## src/rtl/in_fm_ld_addr_gen.sv

```systemverilog
// Input feature-map tile load address generator: walks column/row/channel counters and emits one word read per handshake.
// First request one cycle after load_start; holds the request while rd_ready=0, back-to-back when rd_ready=1.
module in_fm_ld_addr_gen #(
  parameter int CW = 16,
  parameter int AW = 32
) (
  input  logic          clk,
  input  logic          rst,
  input  logic          load_start,
  input  logic          syn_rst,
  input  logic [CW-1:0] n0_max,
  input  logic [CW-1:0] n1_max,
  input  logic [CW-1:0] n2_max,
  input  logic [AW-1:0] base_addr,
  input  logic [AW-1:0] row_stride,
  input  logic [AW-1:0] plane_stride,
  output logic          rd_valid,
  input  logic          rd_ready,
  output logic [AW-1:0] rd_addr,
  output logic [CW-1:0] cnt0,
  output logic [CW-1:0] cnt1,
  output logic [CW-1:0] cnt2,
  output logic          busy,
  output logic          done
);

  typedef enum logic [1:0] {IDLE, RUN, DONE} state_t;

  state_t        state;
  logic [CW-1:0] n0_q, n1_q, n2_q;
  logic [AW-1:0] row_stride_q, plane_stride_q;
  logic [AW-1:0] row_base, plane_base;

  logic          hs;
  logic          last0, last1, last2;
  logic          cfg_ok;
  logic [AW-1:0] next_row, next_plane;

  assign hs         = rd_valid & rd_ready;
  assign last0      = (cnt0 == n0_q - CW'(1));
  assign last1      = (cnt1 == n1_q - CW'(1));
  assign last2      = (cnt2 == n2_q - CW'(1));
  assign cfg_ok     = (n0_max != '0) && (n1_max != '0) && (n2_max != '0);
  // Row/plane origins advance by addition only, so no multipliers are needed.
  assign next_row   = row_base + row_stride_q;
  assign next_plane = plane_base + plane_stride_q;

  always_ff @(posedge clk or negedge rst) begin
    if (!rst) begin
      state          <= IDLE;
      rd_valid       <= 1'b0;
      busy           <= 1'b0;
      done           <= 1'b0;
      rd_addr        <= '0;
      cnt0           <= '0;
      cnt1           <= '0;
      cnt2           <= '0;
      n0_q           <= '0;
      n1_q           <= '0;
      n2_q           <= '0;
      row_stride_q   <= '0;
      plane_stride_q <= '0;
      row_base       <= '0;
      plane_base     <= '0;
    end else if (syn_rst) begin
      state    <= IDLE;
      rd_valid <= 1'b0;
      busy     <= 1'b0;
      done     <= 1'b0;
      cnt0     <= '0;
      cnt1     <= '0;
      cnt2     <= '0;
    end else begin
      case (state)
        IDLE: begin
          done <= 1'b0;
          if (load_start) begin
            n0_q           <= n0_max;
            n1_q           <= n1_max;
            n2_q           <= n2_max;
            row_stride_q   <= row_stride;
            plane_stride_q <= plane_stride;
            row_base       <= base_addr;
            plane_base     <= base_addr;
            cnt0           <= '0;
            cnt1           <= '0;
            cnt2           <= '0;
            if (cfg_ok) begin
              state    <= RUN;
              rd_valid <= 1'b1;
              busy     <= 1'b1;
              rd_addr  <= base_addr;
            end else begin
              // Empty tile: finish without issuing any request.
              state <= DONE;
              done  <= 1'b1;
            end
          end
        end

        RUN: begin
          if (hs) begin
            if (!last0) begin
              cnt0    <= cnt0 + CW'(1);
              rd_addr <= rd_addr + AW'(1);
            end else if (!last1) begin
              cnt0     <= '0;
              cnt1     <= cnt1 + CW'(1);
              row_base <= next_row;
              rd_addr  <= next_row;
            end else if (!last2) begin
              cnt0       <= '0;
              cnt1       <= '0;
              cnt2       <= cnt2 + CW'(1);
              plane_base <= next_plane;
              row_base   <= next_plane;
              rd_addr    <= next_plane;
            end else begin
              // Final word accepted; rd_addr keeps its last value.
              state    <= DONE;
              rd_valid <= 1'b0;
              busy     <= 1'b0;
              done     <= 1'b1;
              cnt0     <= '0;
              cnt1     <= '0;
              cnt2     <= '0;
            end
          end
        end

        DONE: begin
          state <= IDLE;
          done  <= 1'b0;
          cnt0  <= '0;
          cnt1  <= '0;
          cnt2  <= '0;
        end

        default: begin
          state    <= IDLE;
          rd_valid <= 1'b0;
          busy     <= 1'b0;
          done     <= 1'b0;
        end
      endcase
    end
  end

endmodule
```

## config.mk

```make
export PLATFORM = sky130hd
export DESIGN_NAME = in_fm_ld_addr_gen
export DESIGN_NICKNAME = d
export VERILOG_FILES = /design/src/rtl/in_fm_ld_addr_gen.sv
export SDC_FILE = /design/constraint.sdc
export NUM_CORES = 1
export LEC_CHECK = 0
export ABC_AREA = 0
export CORE_MARGIN = 2
export CORE_UTILIZATION = 45
export DETAILED_ROUTE_END_ITERATION = 16
export PLACE_DENSITY_LB_ADDON = 0.15
export SETUP_SLACK_MARGIN = 0.02
export SKIP_LAST_GASP = 1
export SLEW_MARGIN = 10
export SYNTH_ARGS = -nofsm -noshare
export SYNTH_HDL_FRONTEND = slang
export SYNTH_SLANG_ARGS = --single-unit
```

## constraint.sdc

```tcl
create_clock -name clk -period 9.5 [get_ports clk]
set_input_delay 1.9 -clock clk [delete_from_list [all_inputs] [get_ports clk]]
set_output_delay 1.9 -clock clk [all_outputs]
set_load 0.02 [all_outputs]
```

## Word-level counts from Yosys, hierarchy flattened

Cells that the tools add are included.

| storage, ports and cells | value |
|---|---|
| register bits | 260 |
| input bits | 149 |
| output and inout bits | 83 |
| word-level logic and storage cells | 118 |

| cells by class | value |
|---|---|
| add/sub/neg operators | 9 |
| equal/unequal tests | 20 |
| muxes and demuxes | 55 |
| bitwise logic cells | 2 |
| reduce and logical (&&, ||, !) cells | 18 |

Operators by type and width:

| kind | count |
|---|---|
| $mux W32 | 12 |
| $mux W16 | 13 |
| $pmux W32 S2 | 3 |
| $pmux W16 S3 | 3 |
| $add A32 B32 Y32 | 2 |
| $add A16 B1 Y16 const B | 3 |
| $eq A16 B16 Y1 | 3 |
| $reduce_bool A16 Y1 | 3 |
| $sub A16 B1 Y16 const B | 3 |
| $add A32 B1 Y32 const B | 1 |
| $ne A3 B3 Y1 const B | 7 |
| $mux W1 | 14 |
| $mux W2 | 7 |
| $ne A2 B2 Y1 const B | 7 |
| $reduce_and A7 Y1 | 2 |
| $reduce_and A6 Y1 | 2 |
| $reduce_and A5 Y1 | 2 |
| $reduce_and A4 Y1 | 2 |
| $reduce_and A3 Y1 | 2 |
| $ne A4 B4 Y1 const B | 1 |
| $pmux W2 S2 | 1 |
| $reduce_bool A4 Y1 | 1 |
| $pmux W1 S3 | 1 |
| $eq A2 B1 Y1 const B | 1 |
| 7 further kinds | 8 |

## Longest topological paths before layout

Gate-level depths: netlist of the first run.

| depth | value |
|---|---|
| depth after elaboration | 8 |
| gate-level depth with buffers | 14 |
| mapped depth without buffers | 12 |

## Worst setup path before layout of the first run

No wires, ideal clock.

| timing | value |
|---|---|
| path type | input -> register |
| start point | in syn_rst |
| end point | reg rd_addr[27] |
| library setup time | 0.123 ns |
| data arrival time | 3.930 ns |
| data required time | 9.377 ns |
| path slack | 5.447 ns |
| stages | 7 |
| path buffers | 2 |
| cells stage by stage | clkbuf_1 > or4_1 > a21oi_1 > a21boi_1 > buf_2 > o21ai_0 > o221a_2 |

| on the way | value |
|---|---|
| word-level cells in the longest chain between the ends | 2 |

Ends and longest elaborated chain:

| what | RTL line | text |
|---|---|---|
| from (decl) | 10 | `input logic syn_rst,` |
| $not A1 Y1 (no line) | n/a |  |
| $reduce_and A6 Y1 (no line) | n/a |  |
| to (signal assigned) | 92 | `rd_addr <= base_addr;` |
| to (signal assigned) | 105 | `rd_addr <= rd_addr + AW'(1);` |
| to (signal assigned) | 110 | `rd_addr <= next_row;` |
| to (decl) | 19 | `output logic [AW-1:0] rd_addr,` |

Every way passes these cells.
A chain may end at the register's enable or synchronous reset.

## Final worst setup path of the first run

| timing | value |
|---|---|
| start point | reg n1_q[2] |
| end point | reg rd_addr[29] |

| on the way | value |
|---|---|
| word-level cells in the longest chain between the ends | 6 |
| elaborated cells on any way between the ends | 8 |
| classes of those cells | add/sub (1); eq/ne (2); mux (4); reduce/logical (1) |

Ends and longest elaborated chain:

| what | RTL line | text |
|---|---|---|
| from (decl) | 30 | `logic [CW-1:0] n0_q, n1_q, n2_q;` |
| from (signal assigned) | 79 | `n1_q <= n1_max;` |
| $sub A16 B1 Y16 (*) | 41 | `assign last1 = (cnt1 == n1_q - CW'(1));` |
| $eq A16 B16 Y1 (*) | 41 |  |
| $mux W32 | 106 | `end else if (!last1) begin` |
| $mux W32 | 103 | `if (!last0) begin` |
| $mux W32 | 102 | `if (hs) begin` |
| $pmux W32 S2 | 74 | `case (state)` |
| to (signal assigned) | 105 |  |
| to (signal assigned) | 110 |  |
| to (signal assigned) | 117 | `rd_addr <= next_plane;` |

Mark *: on every way between the ends. The rest lies on a longest branch, timed or not. The select of a mux whose other input is x is not followed.

==> results.md, run 1 <==
* Status: completed
* Crit path launch type: register
* YS warnings at 0
* Fillers at 3,592
* Internal power at 4350 uW
* CTS tree: done
* Net Sw Frac at 45.9%
* Hold buffers post-CTS at 0
* Worst Skew at 0.0101 ns
* Pwr/cell area at 373 nW/um2
* Fin. max-slew vios at 0
* Total CTS buffers at 31
* Drt via density at 5.88
* Fmax at 212 MHz
* Syn Nets at 2,175
* Layout cells sized above 1 at 10.9%
* Placed cells at 2,621
* Die area at 40,900 um2
* Peak supply drop at 0.246 mV
* RR Startpoint: n1_q[2]$_DFFE_PN0P_
* Vias in the first global route at 15,442
* Sequential power share at 26.0%
* Setup CP Type: register to register
* Clock transition at path regs at 0.06 ns
* Initial antenna violation count at 4
* CP required at 9.98 ns
* WL final at 54,300 um
* Cell variety after synth at 86
* Leakage at 0.00872 uW
* Main synth FF type: dfrtp_1
* Worst setup EP type: register
* Net switching power at 3690 uW
* Setup Buffers After CTS at 0
* Boundary Pins at 232
* Final setup viols at 0
* Post-route non-filler standard cell count at 2,678
* Core area at 38,700 um2
* H-tree depth at 1
* Commonest cells after routing, fill and taps aside: dfrtp_1 (260), clkdlybuf4s50_1 (230), nand2_1 (147)
* Synth async-reset ratio at 100%
* Cell area after synthesis at 17,700 um2
* CP arrival at 5.21 ns
* First-pass GRT wire length at 85,400 um
* Clk buf depth at 3
* CP startpoint: n1_q[2]$_DFFE_PN0P_
* Routed len/inst at 20.3 um
* DRC viols at 0
* Post-Synthesis Cells at 1,952
* Pin count of the biggest net entering global routing at 78
* Layout area overhead at 21.6%
* Vias at 15,736
* Clock Latency Late Sink at 0.58 ns
* Row count at 72
* Commonest non-fill, non-tap cell in the layout: dfrtp_1
* Final setup TNS at 0 ns
* Sequential element share of the synthesized area at 36.8%
* Worst Hold Class: register to register
* Routability Congestion at 0.911
* Total grt overflow at 0
* Die Span X at 202 um
* Synthesis-stage register bit count at 260
* Starting DRT DRC Count at 1,059
* Root Driver: clkbuf_16
* GR Util All Layers at 26.1%
* Post-Place Worst Slack at 4.28 ns
* Nets at 2,359
* Tcrit/Tclk final at 49.7%
* Combinational share of power at 58.3%
* Die Height at 202 um
* Initial Utilization at 45.7%
* Post-route ant nets at 0
* Final Critical Period at 4.72 ns
* Clock power frac at 15.7%
* Post-synth EDFFs at 0
* RSZ-0062 raised after global routing: false
* Critical path fanouts, max at 63
* Syn Area/Cell at 9.07 um2
* Final Hold Vio Count at 0
* Worst Hold Launch: plane_base[22]$_DFFE_PN0P_
* CTS resizes at 0
* I/O Buffers at 231
* Setup ws final at 4.78 ns
* Drt first pass iters at 5
* Clock sink total at 260
* Max Cap Viol at 0
* DP HPWL at 40,300 um
* Slew @ Worst Pin at 1.15 ns
* Slew margin rel. at 22.4%
[per-layer routing]
metal / up-vias / track usage [%] / share of wire, %
met5: - / 0 / 0
met3: 92 / 3.98 / 5.7
met2: 455 / 43.0 / 47
met1: 7608 / 35.2 / 44
li1: 7581 / - / -
met4: 0 / 8.63 / 3.3
[flip-flops by register name, summed over array words and instances, names as in the netlist, 2 cells and up]
register / flops
plane_base: 32
cnt2: 16
state: 2
n2_q: 16
plane_stride_q: 32
cnt0: 16
n1_q: 16
rd_addr: 32
row_stride_q: 32
row_base: 32
cnt1: 16
n0_q: 16
[Yosys cell counts (7+ instances only)]
cell,number,area share [%]
a31oi_1,40,1.4
a211oi_1,16,0.68
nor2b_1,20,0.71
o21a_1,18,0.76
o211ai_1,25,1.1
xnor2_1,89,4.4
inv_1,50,1.1
or4_1,10,0.42
dfrtp_1,260,37
a21o_1,33,1.4
or3_1,10,0.35
clkbuf_1,73,1.5
buf_1,11,0.23
buf_2,10,0.28
nand2_1,147,3.1
nor3b_1,10,0.42
nor3_1,46,1.3
nand2b_1,27,0.95
nand4_1,37,1.3
o21ai_0,131,3.7
o31ai_1,24,1.0
xor2_1,62,3.1
nand3b_1,7,0.30
and2_1,10,0.35
ha_1,72,5.1
nor2_1,146,3.1
nand3_1,67,1.9
a21boi_0,8,0.34
and3_1,28,0.99
a21oi_1,135,3.8
mux2_2,137,8.7
nor4_1,30,1.1
mux2i_1,25,1.4
and4_1,9,0.45
[power groups by stage]
stage                     clock network, uW  logic, uW  registers, uW
after floorplan                           0       3410           1970
after global placement                    0       4580           2090
after detailed placement                  0       4640           2100
after CTS                              1290       4670           2090
after global routing                   1330       5180           2150
final                                  1260       4690           2090
[final cells by class]
class / instances / area (um2) / area share (%)
flip-flops and latches: 260 / 6510 / 30.2
diodes: 4 / 10.0 / 0.0465
clock inverters: 11 / 160 / 0.744
inverters: 50 / 188 / 0.872
clock buffers: 42 / 917 / 4.26
repair buffers: 248 / 2440 / 11.4
multi-input cells: 1545 / 10700 / 49.5
well taps: 518 / 648 / 3.01
[per-stage QoR]
stage	hold WS (ns)	util, %	area (um2)	total power [uW]
6_report	0.480	55.6	21500	8040
5_1_grt	0.507	55.6	21500	8670
4_1_cts	0.486	55.6	21500	8050
3_5_place_dp	0.473	52.8	20400	6740
3_3_place_gp	0.466	52.8	20400	6670
2_1_floorplan	0.453	-	17700	5380
[kinds of logic (layout without fill, tap and decap cells)]
family,Yosys count,after routing,share of synthesized area (%)
multiplexers,162,162,10.1
other,0,4,0
flip-flops,260,260,36.8
buffers and inverters,147,351,3.26
XOR/XNOR,151,151,7.47
AO/OA/AOI/OAI,520,520,18.6
AND/OR/NAND/NOR,638,638,18.5
adder cells (fa/ha/maj),74,74,5.31
[final timing paths]
| check | slack [ns] | end | cells past startpoint |
|---|---|---|---|
| worst max-delay path | 4.78 | rd_addr[29]$_DFFE_PN0P_ | 10 |
| worst min-delay path | 0.48 | plane_base[22]$_DFFE_PN0P_ | 2 |
| worst max register to register | 4.78 | rd_addr[29]$_DFFE_PN0P_ | 10 |
| worst min register to register | 0.48 | plane_base[22]$_DFFE_PN0P_ | 2 |
| max in group asynchronous | 6.84 | plane_stride_q[28]$_DFFE_PN0P_ | 2 |
| min in group asynchronous | 1.30 | cnt1[1]$_DFFE_PN0P_ | 1 |
[critical path, cell delays in order, from the launching register on]
cell      delay, ns
dfrtp_1        0.44
nor4_1         1.00
nand4b_1       0.22
xnor2_1        0.22
nor4_1         0.45
o21ai_0        0.39
nor4_2         0.96
a21boi_4       0.07
buf_4          0.37
and2_1         0.28
a211oi_1       0.22
Note: power is estimated with default switching activity, not from simulation.
==> inputs of run 2 (changes only) <==
==> constraint.sdc (replaced) <==
create_clock -name clk -period 4.24 [get_ports clk]
set_input_delay 0.848 -clock clk [delete_from_list [all_inputs] [get_ports clk]]
set_output_delay 0.848 -clock clk [all_outputs]
set_load 0.02 [all_outputs]
==> run 2 against run 1 <==
Net effect:
- global-route usage up 0.60 points
- routed wire length up 1.7%
- flip-flop and latch count unchanged
- final cell count up 0.86%
- critical endpoint is now cnt2[7]$_DFFE_PN0P_
- largest cell class unchanged
- largest power group unchanged
==> results.md, run 2 (synthesized netlist as in run 1, its figures left out) <==
* Status: completed
* Layout area overhead at 23.1%
* Clk buf depth at 3
* RR Endpoint: cnt2[7]$_DFFE_PN0P_
* Die Height at 202 um
* Nets at 2,381
* Pwr/cell area at 839 nW/um2
* Commonest cells after routing, fill and taps aside: dfrtp_1 (260), clkdlybuf4s50_1 (230), nand2_1 (147)
* Worst Skew at 0.0253 ns
* Final setup viols at 0
* H-tree depth at 2
* DRC viols at 0
* Initial Utilization at 45.7%
* Layout cells sized above 1 at 11.6%
* CTS tree: done
* RSZ-0062 raised after global routing: false
* Worst setup EP type: register
* Final setup TNS at 0 ns
* Hold buffers post-CTS at 0
* CP arrival at 4.34 ns
* Slew margin rel. at 25.7%
* Worst Hold Class: input port to asynchronous set/reset pin
* R2r setup slk at 0.33 ns
* Setup CP Type: register to register
* Cells on worst reg2reg path at 11
* CTS resizes at 0
* Tcrit/Tclk final at 92.3%
* I/O Buffers at 231
* Fin. max-slew vios at 0
* DP HPWL at 41,100 um
* Boundary Pins at 232
* Clock transition at path regs at 0.06 ns
* Hold Slack at 0.284 ns
* Leakage at 0.00886 uW
* Drt first pass iters at 6
* RR Startpoint: n1_q[0]$_DFFE_PN0P_
* Peak supply drop at 0.424 mV
* Starting DRT DRC Count at 1,212
* GR Util All Layers at 26.7%
* Fmax at 256 MHz
* Clock Latency Late Sink at 0.55 ns
* WL final at 55,200 um
* Final Critical Period at 3.91 ns
* Row count at 72
* Pin count of the biggest net entering global routing at 91
* Drt via density at 5.91
* Max Cap Viol at 0
* Die Span X at 202 um
* Final Hold Vio Count at 0
* Vias in the first global route at 15,488
* Initial antenna violation count at 3
* Vias at 15,951
* Post-route ant nets at 0
* Root Driver: clkbuf_16
* Slew @ Worst Pin at 1.11 ns
* Die area at 40,900 um2
* Total grt overflow at 0
* Setup Buffers After CTS at 0
* Crit path launch type: register
* Routability Congestion at 0.931
* Clock sink total at 260
* CP required at 4.66 ns
* Critical path fanouts, max at 14
* Core area at 38,700 um2
* First-pass GRT wire length at 86,400 um
* Commonest non-fill, non-tap cell in the layout: dfrtp_1
* Routed len/inst at 20.4 um
* Total CTS buffers at 34
[run 2: final cells by class]
type                       instances  area (um2)
sequential                       260        6510
multi-input combinational       1545       10700
inverter                          50         188
clock buffer                      49        1010
fill                            3528       17000
clock inverter                    10         105
antenna                            2        5.00
timing repair buffer             267        2660
tap                              518         648
[run 2: layer usage]
layer | GRT usage, % | vias to the layer above | share of wire, %
li1 | - | 7621 | -
met1 | 35.9 | 7712 | 43
met2 | 43.2 | 507 | 47
met3 | 3.72 | 109 | 5.6
met4 | 11.2 | 2 | 3.8
met5 | 0 | - | 0.024
[run 2: critical path, stage by stage (launching register included)]
cell,delay [ns]
dfrtp_1,0.43
inv_1,0.08
ha_1,0.35
or3b_2,0.49
or4_1,0.48
nand3_1,0.10
o21ai_0,0.08
or3_1,0.38
and4b_1,0.36
o21ai_2,0.10
or2_0,0.53
o41ai_1,0.43
[run 2: worst max path at each step]
stage	slack (ns)	startpoint	to
3_5_place_dp	0.39	n1_q[0]$_DFFE_PN0P_	cnt2[7]$_DFFE_PN0P_
5_1_grt	0.07	n1_q[6]$_DFFE_PN0P_	row_base[10]$_DFFE_PN0P_
4_1_cts	0.34	n1_q[0]$_DFFE_PN0P_	cnt2[7]$_DFFE_PN0P_
3_3_place_gp	0.49	n0_q[9]$_DFFE_PN0P_	row_base[5]$_DFFE_PN0P_
6_report	0.33	n1_q[0]$_DFFE_PN0P_	cnt2[7]$_DFFE_PN0P_
2_1_floorplan	0.82	n1_q[0]$_DFFE_PN0P_	cnt2[5]$_DFFE_PN0P_
[run 2: power by group]
| group | switching (uW) | internal [uW] |
|---|---|---|
| clock | 1140 | 1780 |
| sequential | 1140 | 3520 |
| combinational | 6100 | 4610 |
[run 2: per-stage QoR]
step	power [uW]	setup slack, ns	cell area [um2]	util, %	std cells
after global placement	15000	0.490	20700	53.3	2640
after detailed placement	15200	0.392	20700	53.3	2640
after floorplan	12100	0.815	17700	-	1952
after global routing	19700	0.0652	21800	56.2	2701
after CTS	18300	0.337	21800	56.2	2699
final	18300	0.327	21800	56.2	2701
==> inputs of run 3 (changes only) <==
--- a/config.mk
+++ b/config.mk
@@ -5,7 +5,7 @@
 export SDC_FILE = /design/constraint.sdc
 export NUM_CORES = 1
 export LEC_CHECK = 0
-export ABC_AREA = 0
+export ABC_AREA = 1
 export CORE_MARGIN = 2
 export CORE_UTILIZATION = 45
 export DETAILED_ROUTE_END_ITERATION = 16
==> run 3 against run 2 <==
Net effect:
- worst setup slack better by 0.62 ns
- sequential share of layout area down 3.0 points
- clock skew down 0.0014 ns
- non-clock buffer count down 14
- synthesized area up 14%
- die area up 14%
- critical path depth up 4
- final cell count up 42%
- synthesized cell count up 54%
- clock power up 7%
- clock-buffer cell count down 3
- critical path type unchanged
- highest routed layer is now met4
==> results.md, run 3 <==
* Worst setup EP type: register
* Syn Nets at 3,236
* Tcrit/Tclk final at 77.6%
* First-pass GRT wire length at 111,000 um
* Clock transition at path regs at 0.06 ns
* Drt first pass iters at 6
* Cell area after synthesis at 20,200 um2
* Synth async-reset ratio at 100%
* Final Hold Vio Count at 0
* Worst Skew at 0.0240 ns
* Main synth FF type: dfrtp_1
* Sequential element share of the synthesized area at 32.3%
* CTS tree: done
* RR Endpoint: row_base[17]$_DFFE_PN0P_
* Max incr delay on CP at 0.53 ns
* Boundary Pins at 232
* Setup Buffers After CTS at 0
* Nets at 3,443
* CTS resizes at 0
* Net Sw Frac at 51.7%
* Most common cell in the netlist: nand2_1
* Root Driver: clkbuf_16
* Post-Synthesis Cells at 3,013
* Fmax at 304 MHz
* CP delay by family, top: simple AND/OR/NAND/NOR gates
* Synth top area cells: dfrtp_1 (32%), nand2_1 (19%), nand3_1 (6.8%), inv_1 (5.7%), nor2_1 (4.9%)
* YS warnings at 0
* RR Startpoint: n1_q[0]$_DFFE_PN0P_
* Routed len/inst at 18.5 um
* Pin count of the biggest net entering global routing at 97
* Commonest non-fill, non-tap cell in the layout: nand2_1
* Final Critical Period at 3.29 ns
* Die Span X at 216 um
* Die Height at 216 um
* Synthesis-stage register bit count at 260
* Slowest cell on crit path: a21boi_0
* Commonest cells after routing, fill and taps aside: nand2_1 (1,039), inv_1 (308), nand3_1 (273)
* Core area at 44,200 um2
* Worst Hold Class: input port to asynchronous set/reset pin
* Synth top area share at 32.3%
* Layout area overhead at 20.1%
* Clock power frac at 16.3%
* Hold Slack at 0.327 ns
* CP required at 4.64 ns
* R2r setup slk at 0.95 ns
* Hold buffers post-CTS at 0
* Most used cell, CP: nand2_1
* Total grt overflow at 0
* Post-route ant nets at 0
* Internal power at 9170 uW
* CP Cell Sequence: inv_1 > ha_1 > nand2_2 > nor2_1 > nand2_1 > nand3_1 > nand3_1 > nor2_1 > nand2_1 > inv_1 > nand2_2 > nand2_1 > nand2_1 > a21boi_0 > o21ai_1
* Peak supply drop at 0.365 mV
* Pwr/cell area at 784 nW/um2
* Final Core Density at 54.8%
* DRC viols at 0
* Clk buf depth at 3
* Starting DRT DRC Count at 1,733
* Total CTS buffers at 34
* Vias in the first global route at 19,837
* Clock Latency Late Sink at 0.56 ns
* Cell variety after synth at 49
* Critical path fanouts, max at 24
* Fin. max-slew vios at 0
* Max Cap Viol at 0
* GR Util All Layers at 30.3%
* Status: completed
* Crit path launch type: register
* Routability Congestion at 1.00
* Post-synth EDFFs at 0
* Layout cells sized above 1 at 6.14%
* Row count at 77
* H-tree depth at 2
* Initial Utilization at 45.6%
* Slew margin rel. at 32.6%
* Final setup TNS at 0 ns
* WL final at 70,900 um
* RSZ-0062 raised after global routing: false
* Power, Total at 19,000 uW
* Slew @ Worst Pin at 1.01 ns
* Initial antenna violation count at 0
* Setup CP Type: register to register
* Drt via density at 5.41
* DP HPWL at 55,200 um
* I/O Buffers at 231
* Syn Area/Cell at 6.69 um2
* Net switching power at 9830 uW
* Clock sink total at 260
* Final setup viols at 0
* Die area at 46,500 um2
* CP arrival at 3.70 ns
* Ant diodes at 0
* Yosys top cell by area: dfrtp_1
* Combinational share of power at 59.8%
* Sequential power share at 23.9%
* Post-synth top cells: nand2_1 (1,040), inv_1 (308), nand3_1 (273)
* Worst path bufs/invs at 2
* Cells on worst reg2reg path at 15
* Leakage at 0.0119 uW
* Vias at 20,728
## run 3: cell types whose count changed after synthesis, moves of 42 or more
cell	previous run	this run
nand2_1	147	1040
clkbuf_1	73	31
xnor2_1	89	33
mux2_2	137	76
nor2_1	146	265
nand3_1	67	273
inv_1	50	308
o21ai_0	131	78
o21ai_1	3	49
## run 3: worst max path at each step
stage               slack [ns]  cells past startpoint                  endpoint                start
detailed placement        0.52                     16      cnt0[14]$_DFFE_PN0P_              syn_rst
finish                    0.95                     15  row_base[17]$_DFFE_PN0P_  n1_q[0]$_DFFE_PN0P_
global placement          0.61                     16      cnt0[14]$_DFFE_PN0P_              syn_rst
floorplan                 1.89                     15      cnt0[14]$_DFFE_PN0P_              syn_rst
global route              0.60                     18  row_base[23]$_DFFE_PN0P_  n1_q[0]$_DFFE_PN0P_
CTS                       0.99                     18  row_base[19]$_DFFE_PN0P_  n1_q[0]$_DFFE_PN0P_
## run 3: final cells by class
| cell class | count | area (um2) |
|---|---|---|
| clock buffers | 46 | 967 |
| clock inverters | 12 | 206 |
| fillers | 4309 | 20000 |
| inverters | 319 | 1200 |
| multi-input cells | 2352 | 12100 |
| flip-flops and latches | 260 | 6510 |
| well taps | 592 | 741 |
| repair buffers | 253 | 2540 |
## run 3: metrics by stage
| step | instance area (um2) | setup slack [ns] | instances |
|---|---|---|---|
| finish | 24200 | 0.948 | 3834 |
| global route | 24200 | 0.604 | 3834 |
| CTS | 24200 | 0.991 | 3834 |
| detailed placement | 23100 | 0.521 | 3776 |
| global placement | 23100 | 0.610 | 3776 |
| floorplan | 20200 | 1.89 | 3013 |
## run 3: cell families after synthesis
logic type / count (synthesis) / synth area share [%]
XOR/XNOR: 133 / 5.78
flip-flops: 260 / 32.3
AO/OA/AOI/OAI: 303 / 8.18
buffers and inverters: 401 / 8.06
AND/OR/NAND/NOR: 1766 / 36.8
multiplexers: 76 / 4.24
adder cells (fa/ha/maj): 74 / 4.67
## run 3: per-layer routing
layer  vias up  track usage [%]  share of wire (%)
li1      10112                -                  -
met1      9792             43.5                 47
met3       107             4.68                7.0
met5         -                0                  0
met4         0             9.36                2.9
met2       717             46.8                 44
## run 3: power by group through the flow
stage	registers (uW)	logic (uW)	clock network (uW)
2_1_floorplan	4320	7640	0
3_3_place_gp	4530	11000	0
3_5_place_dp	4530	11100	0
4_1_cts	4520	11200	3150
5_1_grt	4640	12700	3250
6_report	4550	11300	3100
